**src/rtl/matmul_drain.sv**
```systemverilog
// matmul_drain: drains the VECTOR_SIZE^2 result matrix from the Z memory as a
// valid/ready stream in row-major order, tagging the final word with out_last.
// A 2-entry output buffer hides the 1-cycle read latency of the Z memory.
module matmul_drain #(
  parameter int unsigned DATA_WIDTH  = 32,
  parameter int unsigned ADDR_WIDTH  = 6,
  parameter int unsigned VECTOR_SIZE = 8
) (
  input  logic                  clock,
  input  logic                  reset,
  input  logic                  done,
  output logic [ADDR_WIDTH-1:0] z_rd_addr,
  input  logic [DATA_WIDTH-1:0] z_dout,
  output logic [DATA_WIDTH-1:0] out_data,
  output logic                  out_valid,
  input  logic                  out_ready,
  output logic                  out_last,
  output logic                  busy,
  output logic                  drain_done
);

  localparam int unsigned N  = VECTOR_SIZE * VECTOR_SIZE;
  localparam int unsigned CW = ADDR_WIDTH + 1;

  typedef enum logic [1:0] {
    S_IDLE,
    S_READ,
    S_WAIT_LOW
  } state_t;

  state_t              r_state;
  logic [CW-1:0]       r_ia;        // next address to issue, 0..N
  logic [CW-1:0]       r_oc;        // index of the word at the buffer head
  logic                r_inflight;  // a read was issued last cycle
  logic [1:0]          r_count;     // words held in the buffer (out_data is the head)
  logic [DATA_WIDTH-1:0] r_data1;   // second buffer entry

  logic                w_hs;
  logic [1:0]          w_occ;
  logic                w_issue;
  logic                w_last_hs;
  logic [1:0]          w_cnt_after_pop;
  logic [1:0]          w_count_nxt;
  logic [CW-1:0]       w_oc_nxt;
  logic [CW-1:0]       w_ia_nxt;

  // Handshake, occupancy and read-issue decisions for this cycle.
  assign w_hs            = out_valid & out_ready;
  assign w_occ           = r_count + 2'(r_inflight);
  assign w_issue         = (r_state == S_READ) && (r_ia < CW'(N)) &&
                           ((w_occ < 2'd2) || w_hs);
  assign w_last_hs       = w_hs && (r_oc == CW'(N - 1));
  assign w_cnt_after_pop = r_count - 2'(w_hs);
  assign w_count_nxt     = w_cnt_after_pop + 2'(r_inflight);
  assign w_oc_nxt        = r_oc + CW'(w_hs);
  assign w_ia_nxt        = r_ia + CW'(w_issue);

  // Control FSM: trigger on done, drain N words, then wait for done to drop.
  always_ff @(posedge clock or posedge reset) begin
    if (reset) begin
      r_state    <= S_IDLE;
      r_ia       <= '0;
      r_oc       <= '0;
      z_rd_addr  <= '0;
      busy       <= 1'b0;
      drain_done <= 1'b0;
    end else begin
      drain_done <= 1'b0;
      case (r_state)
        S_IDLE: begin
          if (done) begin
            r_state   <= S_READ;
            r_ia      <= '0;
            r_oc      <= '0;
            z_rd_addr <= '0;
            busy      <= 1'b1;
          end
        end
        S_READ: begin
          r_ia      <= w_ia_nxt;
          r_oc      <= w_oc_nxt;
          z_rd_addr <= w_ia_nxt[ADDR_WIDTH-1:0];
          if (w_last_hs) begin
            r_state    <= S_WAIT_LOW;
            busy       <= 1'b0;
            drain_done <= 1'b1;
            z_rd_addr  <= '0;
          end
        end
        S_WAIT_LOW: begin
          if (!done) r_state <= S_IDLE;
        end
        default: r_state <= S_IDLE;
      endcase
    end
  end

  // Output buffer: out_data is the head entry, r_data1 the tail behind it.
  always_ff @(posedge clock or posedge reset) begin
    if (reset) begin
      r_inflight <= 1'b0;
      r_count    <= '0;
      r_data1    <= '0;
      out_data   <= '0;
      out_valid  <= 1'b0;
      out_last   <= 1'b0;
    end else begin
      r_inflight <= w_issue;
      r_count    <= w_count_nxt;
      out_valid  <= (w_count_nxt != 2'd0);
      out_last   <= (w_count_nxt != 2'd0) && (w_oc_nxt == CW'(N - 1));
      // A full buffer never has a read in flight, so shift and fill cannot collide.
      if (w_hs && (r_count == 2'd2)) out_data <= r_data1;
      if (r_inflight) begin
        if (w_cnt_after_pop == 2'd0) out_data <= z_dout;
        else                         r_data1  <= z_dout;
      end
    end
  end

endmodule

```
**config.mk**
```make
export PLATFORM = sky130hd
export DESIGN_NAME = matmul_drain
export DESIGN_NICKNAME = d
export VERILOG_FILES = /design/src/rtl/matmul_drain.sv
export SDC_FILE = /design/constraint.sdc
export NUM_CORES = 1
export LEC_CHECK = 0
export ABC_AREA = 1
export BUFFER_PORTS_ARGS = -buffer_cell sky130_fd_sc_hd__buf_2
export CAP_MARGIN = 25
export CORE_MARGIN = 2
export CORE_UTILIZATION = 35
export DETAILED_ROUTE_END_ITERATION = 7
export PLACE_DENSITY = 0.59
export SYNTH_ARGS = -nofsm -noshare
export SYNTH_HDL_FRONTEND = slang
export SYNTH_SLANG_ARGS = --single-unit
```
**constraint.sdc**
```tcl
create_clock -name clock -period 3.4 [get_ports clock]
set_input_delay 0.17 -clock clock [delete_from_list [all_inputs] [get_ports clock]]
set_output_delay 0.17 -clock clock [all_outputs]
set_load 0.01 [all_outputs]
```
* Word level (Yosys, flattened, before mapping)
Index checks and enable logic that the tools add are counted.
** Cells by class
- Eq/ne operators :: 8
- Reduce and logical (&&, ||, !) cells :: 14
- Order comparisons :: 2
- Multiplexer cells :: 18
- Add/subtract/negate cells :: 5
- Bitwise logic cells :: 2
** Operators with widths (number)
- 32-bit two-way mux :: 3
- 7-bit case mux with 2 select lines :: 2
- 7-bit by 1-bit adder with 7-bit output :: 2
- 7-bit by 6-bit equality test with 1-bit output, second input constant :: 2
- 6-bit two-way mux :: 2
- 6-bit case mux with 2 select lines :: 1
- 7-bit < comparator, second input constant :: 1
- 7-bit two-way mux :: 1
- 2-bit two-way mux :: 3
- 2-bit != test, second input constant :: 3
- 2-bit case mux with 3 select lines :: 1
- 3-bit AND reduction :: 2
- 1-bit logical AND :: 5
- 2-bit by 1-bit adder with 2-bit output :: 2
- 2-bit equality test, second input constant :: 2
- 2-bit logical NOT :: 2
- 1-bit two-way mux :: 4
- 2-bit AND reduction :: 2
- 2-bit nonzero test :: 2
- 2-bit by 1-bit equality test with 1-bit output, second input constant :: 1
- 2-bit < comparator, second input constant :: 1
- 1-bit case mux with 2 select lines :: 1
- 2-bit by 1-bit subtractor with 2-bit output :: 1
- 1-bit AND :: 1
- 2 further kinds :: 2
** Word-level totals
- Bits in registers :: 93
- Input port bits :: 36

* Logic depth before layout (Yosys ltp)
Gate-level depths: netlist (run 1).
- Depth after elaboration :: 7
- Gate-level depth with buffers :: 14
- Mapped depth without buffers :: 13

* Worst setup path before layout (run 1)
No wires, ideal clock.
- Kind :: flip-flop to flip-flop
- From :: reg r_inflight
- To :: reg z_rd_addr[4]
- Arrival :: 1865 ps
- Buffers on the path :: 2
- Setup time :: 83 ps
- Slack :: 1452 ps
- Stages on the path, launching flop included :: 13
- Path through :: dfrtp_1 > buf_2 > clkbuf_1 > nand3_1 > nand3_1 > nand3_1 > inv_1 > ha_1 > ha_1 > nand2_1 > o21ai_0 > nand3_1 > o21ai_0
** On the way
- Word-level cells in the longest chain between the ends :: 7
** Ends and longest elaborated chain
- from (decl) :: RTL line 34 : logic r_inflight;
- from (signal assigned) :: RTL line 108 : r_inflight <= w_issue;
- 2-bit by 1-bit adder with 2-bit output :: RTL line 49 : assign w_occ = r_count + 2'(r_inflight);
- 2-bit < comparator :: RTL line 51 : ((w_occ < 2'd2) || w_hs);
- 1-bit logical OR :: RTL line 51
- 1-bit logical AND :: RTL line 50 : assign w_issue = (r_state == S_READ) && (r_ia < CW'(N)) &&
- named net w_issue :: RTL line 40 : logic w_issue;
- 7-bit by 1-bit adder with 7-bit output :: RTL line 56 : assign w_ia_nxt = r_ia + CW'(w_issue);
- 6-bit two-way mux :: RTL line 83 : if (w_last_hs) begin
- 6-bit case mux with 2 select lines :: RTL line 69 : case (r_state)
- to (signal assigned) :: RTL line 82 : z_rd_addr <= w_ia_nxt[ADDR_WIDTH-1:0];
- to (decl) :: RTL line 12 : output logic [ADDR_WIDTH-1:0] z_rd_addr,
The timed path passes the listed nets, and every way through them passes these cells.
A chain may end at the register's enable or synchronous reset.

* Worst setup path after layout (run 1)
- From :: reg r_count[0]
- To :: reg r_data1[8]
** On the way
- Word-level cells in the longest chain between the ends :: 4
** Ends and longest elaborated chain
- from (decl) :: RTL line 35 : logic [1:0] r_count;
- from (signal assigned) :: RTL line 109 : r_count <= w_count_nxt;
- 2-bit by 1-bit subtractor with 2-bit output :: RTL line 53 : assign w_cnt_after_pop = r_count - 2'(w_hs);
- 2-bit logical NOT :: RTL line 115 : if (w_cnt_after_pop == 2'd0) out_data <= z_dout;
- 1-bit NOT (no line)
- 2-bit AND reduction (no line)
- to (signal assigned) :: RTL line 116 : else r_data1 <= z_dout;
- to (decl) :: RTL line 36 : logic [DATA_WIDTH-1:0] r_data1;
No other way between the ends.

==> impl_metrics.yaml, run 1 <==
sta:
  tns_ps: 0
  maxSlewHeadroom: 0.388
  period_needed_ps: 2730
  setup_viol: 0
  grt_setup_unrepaired: "no"
  holdWs_ps: 10.3
  maxSlewViolCount: 0
  tightest_slew_ps: 918
  max_freq_ghz: 0.367
  hold_viol: 0
  fin_crit_sh: 0.802
  skew_ps: 5.86
placed_design:
  post-dp-hpwl_um: 6400
  place.port_buffers: 77
  dpl.cell_count: 704
  place_area_um2: 4730
  gp_congestion: 0.811
finish:
  fin_cells: 720
  multi_input_area_um2: 1580
  fin_area_um2: 5050
  diodes: 0
  ff_latch_area_um2: 2330
  nNetsFinal: 610
  area_growth_syn_to_layout_pct: 18.6
  fin_util: 0.422
  layout-drive-gt1-share: 0.188
  fill_cells: 1201
power_and_ir_drop:
  switching_power_mw: 1.96
  powerDensity_nw_per_um2: 986
  internal-power_mw: 3.02
  seq_power_share: 0.388
  p_sw_frac: 0.394
  vdd_drop_max_v: 0.000419
  power_frac_comb: 0.398
  p_clk_frac: 0.214
  leakagePower_nw: 2.59
worst_setup_path:
  cp.depth: 10
  cp_top_family: "simple AND/OR/NAND/NOR gates"
  cp-startpoint: "r_count[0]"
  startpoint_type: "register"
  crit_chain: "inv_1 > buf_4 > ha_1 > inv_1 > nand2_1 > nand2_2 > nand2_1 > nand2_2 > nand2_1 > o21ai_1"
  crit_top_cell: "nand2_1"
  max_stage_delay_ps: 660
  crit_fanout: 45
  r2r_cells: 10
  worst_r2r_startpoint: "r_count[0]"
  critPathArrivalTime_ps: 2930
  critical_path_class: "register to register"
  cp_slowest_cell: "nand2_2"
  endpoint_kind: "register"
  timing.critical_path.buf_inv: 3
  critPathRequiredTime_ps: 3600
min_path:
  hold_class: "primary input to async pin"
outcome:
  status: "finished, final reports clean"
clocking:
  cts_setup_buffers: 0
  clk_pin_slew_ps: 60
  clkLatencyLatePin_ps: 340
  hold_buffers: 0
  clock_sinks: 93
  root_buffer: "clkbuf_16"
  h-tree-depth: 3
  cts_resized: 0
  numCtsBuffers: 9
  cts_tree: "done"
  clk_path_buf_depth: 2
routing:
  drt-pass1-iter-count: 5
  antenna_left: 0
  drc: 0
  drt-initial-drc-count: 308
  drt-total-wl_um: 9690
  wl_per_cell_um: 13.5
  drt-vias-per-instance: 4.95
  num_vias: 3561
synthesis:
  synth_nets: 545
  syn_area_um2: 4260
  synthArstFlopShare: 1.00
  netlist_instances: 503
  synth_commonest_cells: "nand2_1, dfrtp_1, inv_1, nand3_1, nor2_1"
  synth_edf_count: 0
  ys_seq_elements: 93
  synth_area_leader_cell: "dfrtp_1"
  yosysSeqAreaShare: 0.546
  synth_most_common_cell: "nand2_1"
  yosys.cell_types.count: 26
  yosysTopAreaCellShare: 0.546
  avgSynthCellArea_um2: 8.47
  synth_ff_type: "dfrtp_1"
  synth_area_leaders: "dfrtp_1, nand2_1, inv_1"
  ys_warn_count: 0
floorplanning:
  ios: 78
  die_h_um: 114
  die_area_um2: 13100
  initial_utilization: 0.356
  die_x_um: 114
  num_rows: 40
  coreArea_um2: 12000
global_route:
  grt_antenna_before_repair: 1
  grt_pass1_vias: 3196
  grt.overflow.total: 0
  grt_max_degree: 72
  grtUsageTotal: 0.156
  grt_pass1_wl_um: 16100
run:
  max-cap-violations: 0
sequential cells by signal (all words and copies together) (netlist names), 2 cells and up:
name       cells
out_data      32
r_data1       32
r_ia           7
r_oc           7
z_rd_addr      6
r_count        2
r_state        2
through the flow:
stage | power [mW] | worst slack [ps]
final | 4.98 | 674
after global routing | 5.43 | 413
after CTS | 5.03 | 705
after detailed placement | 3.95 | 728
after global placement | 3.88 | 795
after floorplan | 3.42 | 810
layout make-up:
type | count | area share
tap | 147 | 0.0364
clock buffer | 14 | 0.0562
clock inverter | 2 | 0.00768
timing repair buffer | 82 | 0.0837
sequential | 93 | 0.461
inverter | 56 | 0.0421
multi-input combinational | 326 | 0.313
routing by layer:
metal,GRT usage,part of all wire
met5,0,0.0017
met4,0.0390,0.010
met3,0.0614,0.074
met2,0.233,0.44
met1,0.215,0.47
final timing paths:
check	endpoint	slack, ps
max	r_data1[8]	670
min	out_data[7]	10
max reg2reg	r_data1[8]	670
min reg2reg	r_data1[17]	470
max in group asynchronous	out_last	2550
min in group clock	r_data1[17]	80
cell families after synthesis:
kind of cell	Yosys count	synth area share
flip-flops	93	0.546
AO/OA/AOI/OAI	82	0.111
AND/OR/NAND/NOR	238	0.243
buffers and inverters	84	0.0822
adder cells (fa/ha/maj)	6	0.0176
power by group through the flow:
| stage | clock network [mW] | registers (mW) | logic [mW] |
|---|---|---|---|
| floorplan | 0 | 2.00 | 1.41 |
| detailed placement | 0 | 1.95 | 2.00 |
| CTS | 1.10 | 1.93 | 2.00 |
| global route | 1.13 | 2.00 | 2.30 |
| finish | 1.07 | 1.94 | 1.98 |
| global placement | 0 | 1.94 | 1.94 |
layout by cell type, fill, tap and decap left out, types with 2 or more instances in the layout:
cell,instances
nand2_1,137
nor2_1,30
inv_1,52
clkbuf_8,4
a31oi_1,19
nand4_1,23
inv_2,3
buf_4,5
ha_1,6
buf_2,77
o22ai_1,3
o21ai_0,19
o211ai_1,13
nor3_1,2
o21ai_1,26
clkbuf_16,9
nand2_2,3
dfrtp_1,93
nand3_1,39
worst register-to-register path: stages (launching register included):
cell,delay (ps)
dfrtp_1,390
inv_1,50
buf_4,240
ha_1,200
inv_1,40
nand2_1,80
nand2_2,90
nand2_1,510
nand2_2,670
nand2_1,230
o21ai_1,80
(Power assumes the default switching activity.)
==> run 2: changes to the inputs <==
--- a/config.mk
+++ b/config.mk
@@ -5,13 +5,13 @@
 export SDC_FILE = /design/constraint.sdc
 export NUM_CORES = 1
 export LEC_CHECK = 0
-export ABC_AREA = 1
+export ABC_AREA = 0
 export BUFFER_PORTS_ARGS = -buffer_cell sky130_fd_sc_hd__buf_2
 export CAP_MARGIN = 25
 export CORE_MARGIN = 2
 export CORE_UTILIZATION = 35
 export DETAILED_ROUTE_END_ITERATION = 7
-export PLACE_DENSITY = 0.59
+export PLACE_DENSITY = 0.62
 export SYNTH_ARGS = -nofsm -noshare
 export SYNTH_HDL_FRONTEND = slang
 export SYNTH_SLANG_ARGS = --single-unit
==> constraint.sdc (replaced) <==
create_clock -name clock -period 2.25 [get_ports clock]
set_input_delay 0.1125 -clock clock [delete_from_list [all_inputs] [get_ports clock]]
set_output_delay 0.1125 -clock clock [all_outputs]
set_load 0.01 [all_outputs]
==> run 2 against run 1 <==
  * Sequential share of layout area rose by 0.80 points
  * Register-to-register slack got worse by 440 ps
  * Non-clock buffer count rose by 8
  * Area after synthesis fell by 4.4%
  * Sequential power rose by 50%
  * Combinational power rose by 54%
  * Global-route usage fell by 1.7 points
  * Die area fell by 4.2%
  * Critical path type unchanged
  * Highest routed layer is now met4
==> impl_metrics.yaml, run 2 <==
outcome:
  status: "finished, final reports clean"
synthesis:
  syn_area_um2: 4080
  yosysSeqAreaShare: 0.571
  synthSimpleGateAreaFrac: 0.0854
  synth_area_leader_cell: "dfrtp_1"
  synth-xor-area-share: 0.0215
  synth_commonest_cells: "dfrtp_1, nor2_1, a21oi_1, mux2_2, mux2i_1"
  synthArstFlopShare: 1.00
  synth_most_common_cell: "dfrtp_1"
  synth_fa_ha_area_frac: 0.0184
  synth_nets: 381
  yosys.cell_types.count: 42
  yosysTopAreaCellShare: 0.571
  synth_compound_area_frac: 0.103
  netlist_instances: 339
  synthMuxAreaShare: 0.167
  synth_ff_type: "dfrtp_1"
  synth_area_leaders: "dfrtp_1, mux2_2, mux2i_1"
  ys_warn_count: 0
  synth_edf_count: 0
  avgSynthCellArea_um2: 12.0
  ys_seq_elements: 93
  synth_top_family_by_area: "multiplexers"
global_route:
  grt_max_degree: 51
  grt_pass1_wl_um: 14100
  grt_pass1_vias: 2873
  grtUsageTotal: 0.140
  grt.overflow.total: 0
  grt_antenna_before_repair: 0
power_and_ir_drop:
  seq_power_share: 0.391
  leakagePower_nw: 2.47
  p_clk_frac: 0.199
  power_frac_comb: 0.410
  vdd_drop_max_v: 0.000617
  powerDensity_nw_per_um2: 1500
  power_mw: 7.45
  internal-power_mw: 4.90
  switching_power_mw: 2.55
  p_sw_frac: 0.343
floorplanning:
  die_area_um2: 12500
  die_h_um: 112
  num_rows: 39
  initial_utilization: 0.358
  coreArea_um2: 11400
  ios: 78
  die_x_um: 112
routing:
  drt-pass1-iter-count: 4
  wl_per_cell_um: 14.4
  drc: 0
  drt-initial-drc-count: 89
  antenna_left: 0
  num_vias: 2804
  drt-total-wl_um: 8220
  drt-vias-per-instance: 4.92
worst_setup_path:
  critPathRequiredTime_ps: 2470
  endpoint_kind: "register"
  crit_fanout: 4
  startpoint_type: "register"
  critPathArrivalTime_ps: 2240
  critical_path_class: "register to register"
sta:
  final.setup.worst_slack_ps: 233
  setup_viol: 0
  max_freq_ghz: 0.496
  period_needed_ps: 2020
  hold_viol: 0
  fin_crit_sh: 0.896
  maxSlewHeadroom: 0.685
  tightest_slew_ps: 470
  grt_setup_unrepaired: "no"
  skew_ps: 5.41
  tns_ps: 0
  maxSlewViolCount: 0
placed_design:
  place.port_buffers: 77
  post-dp-hpwl_um: 5750
  gp_congestion: 0.756
  place_ws_ps: 170
finish:
  largest_registers: "out_data (32), r_data1 (32)"
  fill_cells: 1078
  diodes: 0
  layout-drive-gt1-share: 0.349
  mostFrequentLayoutCell: "dfrtp_1"
  nNetsFinal: 464
  area_growth_syn_to_layout_pct: 21.9
  final_cell_mix: "dfrtp_1, buf_2, nor2_1"
min_path:
  hold_class: "primary input to register"
clocking:
  numCtsBuffers: 9
  h-tree-depth: 3
  clk_pin_slew_ps: 60
  clock_sinks: 93
  clk_path_buf_depth: 2
  root_buffer: "clkbuf_16"
  cts_tree: "done"
  clkLatencyLatePin_ps: 330
  cts_setup_buffers: 0
run:
  max-cap-violations: 0
run 2: kinds of logic (layout without fill, tap and decap cells):
family	count (synthesis)	count (layout)
compound gates	67	67
xor+xnor	10	10
fa+ha+maj	6	6
buf+inv	24	112
flops	93	93
mux	64	64
simple gates	75	75
run 2: path summary, 6_finish.rpt:
kind,slack [ps],cells after the start,endpoint,startpoint
max,230,9,z_rd_addr[4],r_inflight
min,20,2,r_data1[3],z_dout[3]
max reg2reg,230,9,z_rd_addr[4],r_inflight
min reg2reg,500,1,r_inflight,r_ia[6]
max in group asynchronous,1240,4,r_data1[18],reset
min in group asynchronous,330,3,z_rd_addr[5],reset
run 2: worst max-delay path, cell delays in order (launching register included):
cell,delay [ps]
dfrtp_1,410
nand2_1,90
xnor2_1,150
a211oi_2,260
ha_1,240
ha_1,230
nand3_1,110
xor2_1,150
nor2_1,70
a22o_2,200
run 2: area by class of cell:
cell class	count	area (um2)	share of cell area
Tap cell	143	179	0.0360
Clock buffer	12	246	0.0496
Sequential cell	93	2330	0.469
Inverter	6	26.3	0.00529
Multi-Input combinational cell	222	1630	0.328
Timing Repair Buffer	90	510	0.103
Clock inverter	4	47.5	0.00957
run 2: timing repair:
item                                    CTS  global route
hold endpoints to repair                 16             0
gates resized for setup                   0             1
endpoints found under the setup margin    0             1
hold buffers                              1             0
run 2: through the flow:
stage | hold WS [ps] | instance area (um2) | utilization | std cells
5_1_grt | 13.8 | 4970 | 0.437 | 570
4_1_cts | 13.5 | 4960 | 0.436 | 570
3_3_place_gp | 135 | 4660 | 0.410 | 553
2_1_floorplan | 252 | 4080 | - | 339
3_5_place_dp | 145 | 4660 | 0.410 | 553
6_report | 24.8 | 4970 | 0.437 | 570
run 2: power by group through the flow:
stage / Sequential, mW / Combinational [mW] / Clock, mW
floorplan: 3.01 / 2.06 / 0
global placement: 2.90 / 3.00 / 0
detailed placement: 2.95 / 3.11 / 0
CTS: 2.92 / 3.12 / 1.54
global route: 3.01 / 3.39 / 1.62
finish: 2.91 / 3.05 / 1.49
run 2: routing by layer:
layer,track usage,share of wire,vias to the layer above
met4,0.0444,0.012,0
met3,0.0381,0.054,10
li1,-,-,1366
met5,0,0,-
met2,0.231,0.48,62
met1,0.179,0.46,1366
==> run 3: changes to the inputs <==
--- a/config.mk
+++ b/config.mk
@@ -12,6 +12,7 @@
 export CORE_UTILIZATION = 35
 export DETAILED_ROUTE_END_ITERATION = 7
 export PLACE_DENSITY = 0.62
+export SETUP_SLACK_MARGIN = 0.4
 export SYNTH_ARGS = -nofsm -noshare
 export SYNTH_HDL_FRONTEND = slang
 export SYNTH_SLANG_ARGS = --single-unit
==> run 3 against run 2 <==
  * Largest power group unchanged
  * Final area rose by 5.2%
  * First-iteration DRC count is 49% higher
  * Critical path type unchanged
  * Critical endpoint is now r_data1[24]
  * Clock skew hardly changed
  * Non-clock buffer count is 10 higher
  * Via count grew 3.7%
  * Power increased by 9.6%
  * Wire length is 12% higher
  * Fmax increased by 11%
==> impl_metrics.yaml, run 3 (synthesis results as in run 2) <==
clocking:
  root_buffer: "clkbuf_16"
  clk_path_buf_depth: 2
  cts_tree: "done"
  clock_sinks: 93
  h-tree-depth: 3
  clk_pin_slew_ps: 70
  numCtsBuffers: 9
  clkLatencyLatePin_ps: 340
finish:
  final_cell_mix: "dfrtp_1, buf_2, nor2_1"
  nNetsFinal: 474
  fin_util: 0.460
  mostFrequentLayoutCell: "dfrtp_1"
  area_growth_syn_to_layout_pct: 28.2
  fin_cells: 579
  largest_registers: "out_data (32), r_data1 (32)"
  layout-drive-gt1-share: 0.394
  diodes: 0
worst_setup_path:
  critical_path_class: "register to register"
  endpoint_kind: "register"
  startpoint_type: "register"
  timing.critical_path.buf_inv: 3
  max_stage_delay_ps: 400
  crit_fanout: 13
  crit_chain: "nand2_2 > inv_2 > ha_4 > xnor2_4 > a21boi_4 > buf_4 > buf_12 > mux2_2"
  cp_slowest_cell: "dfrtp_1"
  critPathRequiredTime_ps: 2470
  critPathArrivalTime_ps: 2050
  cp_top_family: "flip-flops"
sta:
  grt_setup_unrepaired: "yes"
  skew_ps: 5.63
  final.setup.worst_slack_ps: 427
  setup_viol: 0
  fin_crit_sh: 0.810
  tightest_slew_ps: 618
  period_needed_ps: 1820
  tns_ps: 0
  hold_viol: 0
  maxSlewViolCount: 0
  max_freq_ghz: 0.549
  maxSlewHeadroom: 0.587
placed_design:
  gp_congestion: 0.779
  place_ws_ps: 287
  place.port_buffers: 77
  post-dp-hpwl_um: 5820
  dpl.cell_count: 552
power_and_ir_drop:
  internal-power_mw: 5.35
  power_frac_comb: 0.452
  switching_power_mw: 2.82
  powerDensity_nw_per_um2: 1560
  leakagePower_nw: 2.56
  seq_power_share: 0.359
  vdd_drop_max_v: 0.000580
  p_clk_frac: 0.189
  p_sw_frac: 0.345
routing:
  drc: 0
  drt-total-wl_um: 9170
  drt-pass1-iter-count: 4
  wl_per_cell_um: 15.8
  num_vias: 2908
  drt-vias-per-instance: 5.02
  drt-initial-drc-count: 133
  antenna_left: 0
global_route:
  grtUsageTotal: 0.147
  grt_antenna_before_repair: 1
  grt_pass1_vias: 2889
  grt_max_degree: 55
  grt_pass1_wl_um: 14600
  grt.overflow.total: 0
floorplanning:
  die_area_um2: 12500
  initial_utilization: 0.358
  die_h_um: 112
  coreArea_um2: 11400
  num_rows: 39
  ios: 78
  die_x_um: 112
run:
  max-cap-violations: 0
min_path:
  hold_class: "primary input to register"
outcome:
  status: "finished, final reports clean"
==> run 3: final timing paths <==
kind	from	end	slack, ps	cells past startpoint
max	out_valid	r_data1[24]	430	8
min	z_dout[2]	r_data1[2]	10	2
max reg2reg	out_valid	r_data1[24]	430	8
min reg2reg	z_rd_addr[1]	z_rd_addr[1]	490	1
max in group asynchronous	reset	out_data[23]	1220	4
min in group asynchronous	reset	drain_done	390	3
==> run 3: final cells by class <==
cell class / instances / area (um2)
fill: 1051 / 6140
timing repair buffer: 100 / 666
multi-input combinational: 222 / 1730
tap: 143 / 179
clock inverter: 5 / 60.1
inverter: 6 / 26.3
sequential: 93 / 2330
clock buffer: 10 / 239
==> run 3: power by group through the flow <==
stage               clock (mW)  sequential, mW  combinational, mW
finish                    1.54            2.93               3.69
global route              1.65            3.03               4.04
CTS                       1.57            2.92               3.48
detailed placement           0            2.95               3.14
global placement             0            2.92               3.05
floorplan                    0            3.01               2.08
==> run 3: routing by layer <==
layer  vias to the layer above  global-route usage  share of wire
li1                       1384                   -              -
met1                      1437               0.200           0.46
met2                        71               0.222           0.48
met3                        14              0.0463          0.051
met4                         2              0.0568          0.016
met5                         -                   0         0.0014
==> run 3: stage by stage <==
stage,cell area (um2),hold slack (ps),power [mW]
4_1_cts,5120,4.07,7.98
5_1_grt,5230,5.22,8.72
3_3_place_gp,4670,218,5.97
6_report,5230,12.1,8.16
2_1_floorplan,4090,252,5.09
3_5_place_dp,4670,225,6.09
==> run 3: repair_timing <==
action | CTS | global route
setup endpoints to repair | 67 | 71
pin swaps | 4 | 5
resized for setup | 8 | 10
hold endpoints to repair | 25 | 0
setup buffers | 7 | 1
hold buffers | 1 | 0
gates cloned | 1 | 2
